<file path="config.mk">
export PLATFORM = sky130hd
export DESIGN_NAME = cache_control_nway
export DESIGN_NICKNAME = d
export VERILOG_FILES = /design/src/rtl/cache_control_nway.sv
export SDC_FILE = /design/constraint.sdc
export NUM_CORES = 1
export LEC_CHECK = 0
export CORE_AREA = 3 3 40 42
export DETAILED_ROUTE_END_ITERATION = 6
export DIE_AREA = 0 0 43 45
export DONT_BUFFER_PORTS = 1
export GPL_TIMING_DRIVEN = 0
export HOLD_SLACK_MARGIN = 0.05
export PLACE_DENSITY = 0.53
export SLEW_MARGIN = 20
export SYNTH_ARGS = -nofsm -noshare
export SYNTH_HDL_FRONTEND = slang
export SYNTH_SLANG_ARGS = --single-unit
</file>
<file path="constraint.sdc">
create_clock -name clk -period 2.6 [get_ports clk]
set_clock_uncertainty 0.2 [all_clocks]
set_input_delay 0.78 -clock clk [delete_from_list [all_inputs] [get_ports clk]]
set_output_delay 0.78 -clock clk [all_outputs]
set_load 0.005 [all_outputs]
</file>
<file path="src/rtl/cache_control_nway.sv">
// rtl/cache_control_nway.sv - N-way cache controller FSM; flush engine enabled by CACHE_FLUSH_EN

package cache_control_nway_pkg;
    typedef enum logic {CPU_DATA = 1'b0, RAM_DATA = 1'b1} write_data_sel_e;
    typedef enum logic {CPU_EN   = 1'b0, ALL_EN   = 1'b1} write_en_sel_e;
    typedef enum logic {MEM_ADDR = 1'b0, TAG_ADDR = 1'b1} ram_addr_sel_e;
endpackage

module cache_control_nway
    import cache_control_nway_pkg::*;
#(
    parameter  int WAYS = 4,
    parameter  int SETS = 16,
    localparam int WW   = $clog2(WAYS),
    localparam int SW   = $clog2(SETS)
) (
    input  logic            clk,
    input  logic            rst,
    input  logic            mem_read,
    input  logic            mem_write,
    input  logic            hit,
    input  logic [WW-1:0]   hit_way,
    input  logic [WAYS-1:0] valid_vec,
    input  logic [WAYS-1:0] dirty_vec,
    input  logic [WW-1:0]   lru_way,
    input  logic            ram_resp_o,
    input  logic            flush_req,
    output logic            mem_resp,
    output logic            load,
    output logic            valid,
    output logic            dirty,
    output logic            lru_load,
    output logic [WW-1:0]   way_sel,
    output write_data_sel_e write_data_sel,
    output write_en_sel_e   write_en_sel,
    output ram_addr_sel_e   ram_addr_sel,
    output logic            ram_read_i,
    output logic            ram_write_i,
    output logic            flush_active,
    output logic [SW-1:0]   flush_set,
    output logic            flush_done
);

    typedef enum logic [2:0] {
        IDLE      = 3'd0,
        LOOKUP    = 3'd1,
        WRITEBACK = 3'd2,
        FETCH     = 3'd3,
        READWRITE = 3'd4,
        FL_CHECK  = 3'd5,
        FL_WB     = 3'd6,
        FL_DONE   = 3'd7
    } state_e;

    state_e        state_q, state_d;
    logic [WW-1:0] victim_q, victim_d;
    logic          victim_dirty;

`ifdef CACHE_FLUSH_EN
    logic [SW-1:0] set_cnt_q, set_cnt_d;
    logic [WW-1:0] way_cnt_q, way_cnt_d;
    logic          cnt_adv, cnt_clr;
    logic          way_last, set_last, line_dirty;

    assign way_last   = (way_cnt_q == WW'(WAYS - 1));
    assign set_last   = (set_cnt_q == SW'(SETS - 1));
    assign line_dirty = valid_vec[way_cnt_q] & dirty_vec[way_cnt_q];
`else
    logic unused_flush_req;
    assign unused_flush_req = flush_req;
`endif

    // Victim choice: first empty way wins, otherwise fall back to the LRU nomination
    always_comb begin
        victim_d = lru_way;
        for (int i = WAYS - 1; i >= 0; i--) begin
            if (!valid_vec[i]) begin
                victim_d = WW'(i);
            end
        end
    end

    assign victim_dirty = valid_vec[victim_d] & dirty_vec[victim_d];

    // State register and victim latch; the victim only changes on a LOOKUP miss
    always_ff @(posedge clk or negedge rst) begin
        if (!rst) begin
            state_q  <= IDLE;
            victim_q <= '0;
        end else begin
            state_q <= state_d;
            if (state_q == LOOKUP && !hit) begin
                victim_q <= victim_d;
            end
        end
    end

`ifdef CACHE_FLUSH_EN
    // Flush walk counters: ways inner, sets outer
    always_comb begin
        set_cnt_d = set_cnt_q;
        way_cnt_d = way_cnt_q;
        if (cnt_clr) begin
            set_cnt_d = '0;
            way_cnt_d = '0;
        end else if (cnt_adv) begin
            if (way_last) begin
                way_cnt_d = '0;
                set_cnt_d = set_cnt_q + 1'b1;
            end else begin
                way_cnt_d = way_cnt_q + 1'b1;
            end
        end
    end

    // Flush counter registers
    always_ff @(posedge clk or negedge rst) begin
        if (!rst) begin
            set_cnt_q <= '0;
            way_cnt_q <= '0;
        end else begin
            set_cnt_q <= set_cnt_d;
            way_cnt_q <= way_cnt_d;
        end
    end
`endif

    // Next-state and Moore/Mealy outputs; everything idles at zero unless a state drives it
    always_comb begin
        state_d        = state_q;
        mem_resp       = 1'b0;
        load           = 1'b0;
        valid          = 1'b0;
        dirty          = 1'b0;
        lru_load       = 1'b0;
        way_sel        = '0;
        write_data_sel = CPU_DATA;
        write_en_sel   = CPU_EN;
        ram_addr_sel   = MEM_ADDR;
        ram_read_i     = 1'b0;
        ram_write_i    = 1'b0;
        flush_active   = 1'b0;
        flush_set      = '0;
        flush_done     = 1'b0;
`ifdef CACHE_FLUSH_EN
        cnt_adv        = 1'b0;
        cnt_clr        = 1'b0;
`endif

        case (state_q)
            IDLE: begin
                if (mem_read || mem_write) begin
                    state_d = LOOKUP;
`ifdef CACHE_FLUSH_EN
                end else if (flush_req) begin
                    state_d = FL_CHECK;
`endif
                end
            end

            LOOKUP: begin
                if (hit) begin
                    mem_resp = 1'b1;
                    lru_load = 1'b1;
                    way_sel  = hit_way;
                    if (mem_write) begin
                        load  = 1'b1;
                        valid = 1'b1;
                        dirty = 1'b1;
                    end
                    state_d = IDLE;
                end else begin
                    state_d = victim_dirty ? WRITEBACK : FETCH;
                end
            end

            WRITEBACK: begin
                ram_write_i  = 1'b1;
                ram_addr_sel = TAG_ADDR;
                way_sel      = victim_q;
                if (ram_resp_o) begin
                    state_d = FETCH;
                end
            end

            FETCH: begin
                ram_read_i     = 1'b1;
                load           = 1'b1;
                valid          = 1'b1;
                write_data_sel = RAM_DATA;
                write_en_sel   = ALL_EN;
                way_sel        = victim_q;
                if (ram_resp_o) begin
                    state_d = READWRITE;
                end
            end

            READWRITE: begin
                mem_resp = 1'b1;
                lru_load = 1'b1;
                way_sel  = victim_q;
                if (mem_write) begin
                    load  = 1'b1;
                    valid = 1'b1;
                    dirty = 1'b1;
                end
                state_d = IDLE;
            end

`ifdef CACHE_FLUSH_EN
            FL_CHECK: begin
                flush_active = 1'b1;
                flush_set    = set_cnt_q;
                if (line_dirty) begin
                    state_d = FL_WB;
                end else begin
                    cnt_adv = 1'b1;
                    if (way_last && set_last) begin
                        state_d = FL_DONE;
                    end
                end
            end

            FL_WB: begin
                ram_write_i  = 1'b1;
                ram_addr_sel = TAG_ADDR;
                way_sel      = way_cnt_q;
                if (ram_resp_o) begin
                    // Mark the line clean in place: no byte enables, only state bits
                    load    = 1'b1;
                    valid   = 1'b1;
                    cnt_adv = 1'b1;
                    state_d = (way_last && set_last) ? FL_DONE : FL_CHECK;
                end
            end

            FL_DONE: begin
                flush_done = 1'b1;
                cnt_clr    = 1'b1;
                state_d    = IDLE;
            end
`else
            FL_CHECK, FL_WB, FL_DONE: begin
                state_d = IDLE;
            end
`endif

            default: begin
                mem_resp       = 1'bx;
                load           = 1'bx;
                valid          = 1'bx;
                dirty          = 1'bx;
                lru_load       = 1'bx;
                way_sel        = 'x;
                write_data_sel = write_data_sel_e'(1'bx);
                write_en_sel   = write_en_sel_e'(1'bx);
                ram_addr_sel   = ram_addr_sel_e'(1'bx);
                ram_read_i     = 1'bx;
                ram_write_i    = 1'bx;
                flush_active   = 1'bx;
                flush_set      = 'x;
                flush_done     = 1'bx;
                state_d        = IDLE;
            end
        endcase
    end

endmodule

</file>
==> results of run 1 <==
-- metal layers --
| metal | vias to the layer above | part of all wire (%) | GRT usage, % |
|---|---|---|---|
| li1 | 229 | - | - |
| met1 | 187 | 41 | 13.51 |
| met2 | 19 | 50 | 18.26 |
| met3 | 0 | 9.5 | 3.187 |
| met4 | 0 | 0 | 9.036 |
| met5 | - | 0 | 0 |
-- state kept, by name (all words and copies together), names as in the netlist --
name and cells:
state_q 3, victim_q 2
-- timing repair --
action	4_1_cts	5_1_grt
hold endpoints to repair	5	0
resized for setup	0	0
hold buffers	1	0
-- power groups by stage --
stage / Clock [mW] / Sequential [mW] / Combinational (mW)
after global routing: 0.0948 / 0.147 / 0.379
after floorplan: 0 / 0.135 / 0.298
final: 0.0856 / 0.141 / 0.334
after CTS: 0.0910 / 0.142 / 0.342
after global placement: 0 / 0.143 / 0.340
after detailed placement: 0 / 0.143 / 0.338
-- worst min-delay path by stage --
stage	cells past startpoint	slack [ns]	startpoint	to
detailed placement	0	0.28	rst	victim_q[1]
finish	1	0.31	victim_q[1]	victim_q[1]
CTS	1	0.33	victim_q[1]	victim_q[1]
global route	1	0.38	victim_q[0]	victim_q[0]
floorplan	0	0.28	rst	state_q[0]
global placement	0	0.28	rst	victim_q[1]
-- kinds of logic (layout without fill, tap and decap cells) --
| kind of cell | Yosys count | in the layout | share of synthesized area, % |
|---|---|---|---|
| xor gates and xnor gates | 1 | 1 | 1.663 |
| DFF | 5 | 5 | 23.75 |
| other | 1 | 6 | 0.7119 |
| AOI/OAI and AO/OA | 16 | 16 | 18.29 |
| and+or+nand+nor | 24 | 24 | 29.22 |
| muxes | 2 | 2 | 4.275 |
| buffers and inverters | 16 | 21 | 22.09 |
-- stage by stage --
step | power (mW) | util, % | cell area [sq um]
after floorplan | 0.4322 | - | 545.5
after global placement | 0.4838 | 43.91 | 564.3
after detailed placement | 0.4813 | 43.91 | 564.3
after CTS | 0.5750 | 46.74 | 600.6
after global routing | 0.6209 | 46.74 | 600.6
final | 0.5609 | 46.74 | 600.6
-- layout make-up --
cell class                 count  area, sq um
inverter                       2        7.507
buffer                        14        108.9
tap                           15        18.77
sequential                     5        125.1
multi-input combinational     49        304.0
timing repair buffer           1        10.01
fill                         138        684.4
clock buffer                   4        26.28
-- placed cells by master, fill, tap and decap left out, drive strengths merged --
cell type | netlist | routed
nand3b | 1 | 1
nand4 | 1 | 1
a311oi | 1 | 1
nor4b | 1 | 1
dlygate4sd3 | 0 | 1
o21a | 1 | 1
a21boi | 1 | 1
nor3 | 1 | 1
inv | 2 | 2
nor3b | 3 | 3
nor2 | 3 | 3
and2 | 2 | 2
conb | 1 | 6
and3b | 2 | 2
nand2b | 1 | 1
o31a | 1 | 1
a21oi | 5 | 5
buf | 14 | 14
nand3 | 2 | 2
a31oi | 1 | 1
dfrtp | 5 | 5
o21ai | 5 | 5
a21o | 1 | 1
nand2 | 6 | 6
clkbuf | 0 | 4
nor2b | 1 | 1
mux2 | 2 | 2
xnor2 | 1 | 1
==> impl_metrics.ini, run 1 <==
[pwr]
p_seq_share_pct = 25.1
comb_power_share_pct = 59.6
clock_power_share_pct = 15.3
p_sw_share_pct = 38.06
p_per_area_mw_per_mm2 = 933.9
p_leak_nw = 0.2871
p_int_mw = 0.3474
peakVddDrop_uv = 346.9
p_switching_mw = 0.2134

[detailed_routing]
dr.pass1.iters = 2
routed_wl_microns = 1022
final_antenna_net_count = 0
viasPerCell = 4.833
drc = 0
drtIter0Drc = 5
dr_total_vias = 435
drt-wirelength-per-cell_microns = 11.36

[cts]
cts.sinks = 5
postCtsSetupRepairBufs = 0
clk_path_buf_depth = 2
htree_num_levels = 1
clk_pin_slew_ns = 0.04
clk_latency_ns = 0.23
cts-root-buf = clkbuf_4
cts_buffers = 3
cts_tree = yes

[floorplan]
core_area_sq_mm = 0.001285
die_w_microns = 43
start_util_pct = 40.99
dieArea_sq_mm = 0.001935
io_pins = 37
die_h_microns = 45
rows = 13

[critical_path]
path_depth = 5
required_ns = 1.62
worstPathCellList = nand2_1, o21a_1, nor2_2, a21o_1, buf_4
critPathMaxStageDelay_ns = 0.20
end_kind = output port
r2r_slack_ns = 1.12
path_max_fanout = 4
cp_num_buf_inv = 1
critPathArrivalTime_ns = 1.50
rr_worst_depth = 3
endpoint = valid
crit_family = compound AO/OA/AOI/OAI gates
crit_start = hit
r2r_start = state_q[2]
cp_slowest_cell = o21a_1
worstSetupPathType = in -> out
startpoint_type = primary input
r2r_end = victim_q[0]

[timing]
period_share_pct = 95.45
setup_viol = 0
finalHoldViolCount = 0
period_needed_ns = 2.482
setup_tns_ns = 0
holdWs_ns = 0.3140
max_freq_mhz = 402.9
drv_slew = 0
rsz0062_at_grt = false
setup_ws_ns = 0.1183

[grt]
grt_pass1_wl_microns = 1642
grt_max_degree = 11
grt-ovfl-total = 0
grt_usage_pct = 11.65
antenna_found_initial = 0
grt_pass1_vias = 396

[final_layout]
final_cells = 90
drive_gt1_share_pct = 26.67
area_delta_synth_final_pct = 14.01
finalNetCount = 95
diodes = 0

[yosys]
synth.largest_area_cell = dfrtp_1
async_reset_ff_share_pct = 100.0
synth_ff_type = dfrtp_1
synth.distinct_cells = 29
synth_area_sq_um = 526.8
yosysMostFrequentCell = buf_4
synth_seq_cells = 5
netlist.area_leader.share_pct = 23.75
synthTopCellsByCount = buf_4 (13), nand2_1 (6), a21oi_1 (5), dfrtp_1 (5), o21ai_0 (5)
synth.area.top_cells = dfrtp_1 (24%), buf_4 (19%), a21oi_1 (4.8%), o21ai_0 (4.8%), nor4b_4 (4.5%)
seq_area_frac_synth_pct = 23.75
syn_avg_cell_area_sq_um = 8.104
synth_warnings = 0
synthCells = 65
synth_edf_count = 0

[placed_design]
dp_cells = 85
preCtsSetupSlack_ns = 0.09870
port_buffers = 0
place_hpwl_microns = 873.5
gp_congestion = 0.7291

[worst_hold_path]
holdCritPathClass = reg -> reg

[run]
max-cap-violations = 0

[status]
status = completed
No activity file was read; power rests on OpenSTA's default activity.
==> inputs of run 2 (changes only) <==
- clock period: 2.6 -> 2.5 ns (I/O delays scaled with it)
==> run 2 against run 1 <==
Count of clock-buffer cells in the layout did not move. Sequential power rose by 4%. Highest routed layer unchanged. Global-route usage did not move. First-iteration DRC count shrank 20%. Clock power rose by 3.9%.
==> impl_metrics.ini, run 2 (synthesis gave the netlist of run 1 again) <==
[critical_path]
critPathMaxStageDelay_ns = 0.22
r2r_slack_ns = 1.02
critPathArrivalTime_ns = 1.45
startpoint_type = primary input
required_ns = 1.55
worstSetupPathType = in -> out
cp_slowest_cell = o21a_1
path_max_fanout = 4
worstPathCellList = nand2_1, o21a_1, nor2_4, a21o_1, buf_4
end_kind = output port

[detailed_routing]
routed_wl_microns = 1037
drt-wirelength-per-cell_microns = 11.52
viasPerCell = 4.878
drtIter0Drc = 4
final_antenna_net_count = 0
dr_total_vias = 439
drc = 0
dr.pass1.iters = 4

[final_layout]
nFillCells = 139
finalNetCount = 95
final_common_cell = buf_4
top_regs = state_q: 3 flops, victim_q: 2 flops
final_cell_mix = buf_4 (13), nand2_1 (6), conb_1 (6)
diodes = 0
top_register = state_q
final_cells = 90
area_delta_synth_final_pct = 14.96
finish.utilization_pct = 47.13
drive_gt1_share_pct = 26.67
largest_register_ffs = 3

[pwr]
peakVddDrop_uv = 363.2
p_int_mw = 0.3637
p_leak_nw = 0.2877
p_per_area_mw_per_mm2 = 979.1
clock_power_share_pct = 15.0
p_switching_mw = 0.2292
comb_power_share_pct = 60.1
p_seq_share_pct = 24.9
p_sw_share_pct = 38.65

[placed_design]
place_hpwl_microns = 873.5
preCtsSetupSlack_ns = 0.05870
gp_congestion = 0.7291
dp_cells = 85
port_buffers = 0

[timing]
holdWs_ns = 0.3146
finalHoldViolCount = 0
rsz0062_at_grt = false
setup_ws_ns = 0.1025
setup_tns_ns = 0
drv_slew = 0
setup_viol = 0
period_needed_ns = 2.398
period_share_pct = 95.90
max_freq_mhz = 417.1

[cts]
cts-root-buf = clkbuf_4
cts.sinks = 5
cts_buffers = 3
clk_pin_slew_ns = 0.04
clk_latency_ns = 0.23
cts_tree = yes
postCtsSetupRepairBufs = 0
clk_path_buf_depth = 2
htree_num_levels = 1

[floorplan]
dieArea_sq_mm = 0.001935
start_util_pct = 40.99
die_h_microns = 45
die_w_microns = 43
io_pins = 37
core_area_sq_mm = 0.001285
rows = 13

[grt]
grt_pass1_wl_microns = 1642
grt_max_degree = 11
grt-ovfl-total = 0
grt_pass1_vias = 396
antenna_found_initial = 0
grt_usage_pct = 11.65

[worst_hold_path]
holdCritPathClass = reg -> reg

[status]
status = completed

[run]
max-cap-violations = 0
[run 2: changes by cell type in the layout (fill, tap and decap cells not counted)]
cell / previous run / this run
nor2_2: 1 / 0
nor2_4: 0 / 1
[run 2: cell type report]
cell class	count	area [sq um]	share of cell area (%)
multi-input cells	49	309.0	51.03
flip-flops and latches	5	125.1	20.66
inverters	2	7.507	1.240
clock buffers	4	26.28	4.339
repair buffers	1	10.01	1.653
well taps	15	18.77	3.099
plain buffers	14	108.9	17.98
[run 2: worst paths after layout]
| kind | start | endpoint | cells after the start |
|---|---|---|---|
| worst max-delay path | hit | valid | 5 |
| worst min-delay path | victim_q[1] | victim_q[1] | 1 |
| worst max register to register | state_q[2] | victim_q[0] | 3 |
| worst min register to register | victim_q[1] | victim_q[1] | 1 |
| max in group asynchronous | rst | victim_q[0] | 1 |
| min in group asynchronous | rst | state_q[0] | 1 |
[run 2: metrics by stage]
stage	cell area [sq um]	total power [mW]
floorplan	545.5	0.4495
global placement	564.3	0.5031
detailed placement	564.3	0.5005
CTS	600.6	0.5980
global route	605.6	0.6514
finish	605.6	0.5929
[run 2: critical path, delay by kind of cell]
family | cells | cell delay [ns]
buf+inv | 1 | 0.11
compound gates | 2 | 0.38
simple gates | 2 | 0.21
[run 2: layer usage]
| layer | share of wire (%) | GRT usage [%] | vias up |
|---|---|---|---|
| met3 | 9.4 | 3.187 | 0 |
| met2 | 49 | 18.26 | 19 |
| met5 | 0 | 0 | - |
| met4 | 0 | 9.036 | 0 |
| met1 | 42 | 13.51 | 191 |
| li1 | - | - | 229 |
[run 2: power groups by stage]
stage | Sequential, mW | Combinational (mW) | Clock [mW]
after floorplan | 0.140 | 0.310 | 0
after global placement | 0.149 | 0.354 | 0
after detailed placement | 0.149 | 0.352 | 0
after CTS | 0.148 | 0.355 | 0.0946
after global routing | 0.153 | 0.400 | 0.0986
final | 0.147 | 0.357 | 0.0889
[run 2: timing repair]
action                                 4_1_cts  5_1_grt
endpoints found under the hold margin        5        0
hold buffers                                 1        0
resized for setup                            0        1
setup endpoints to repair                    0        1
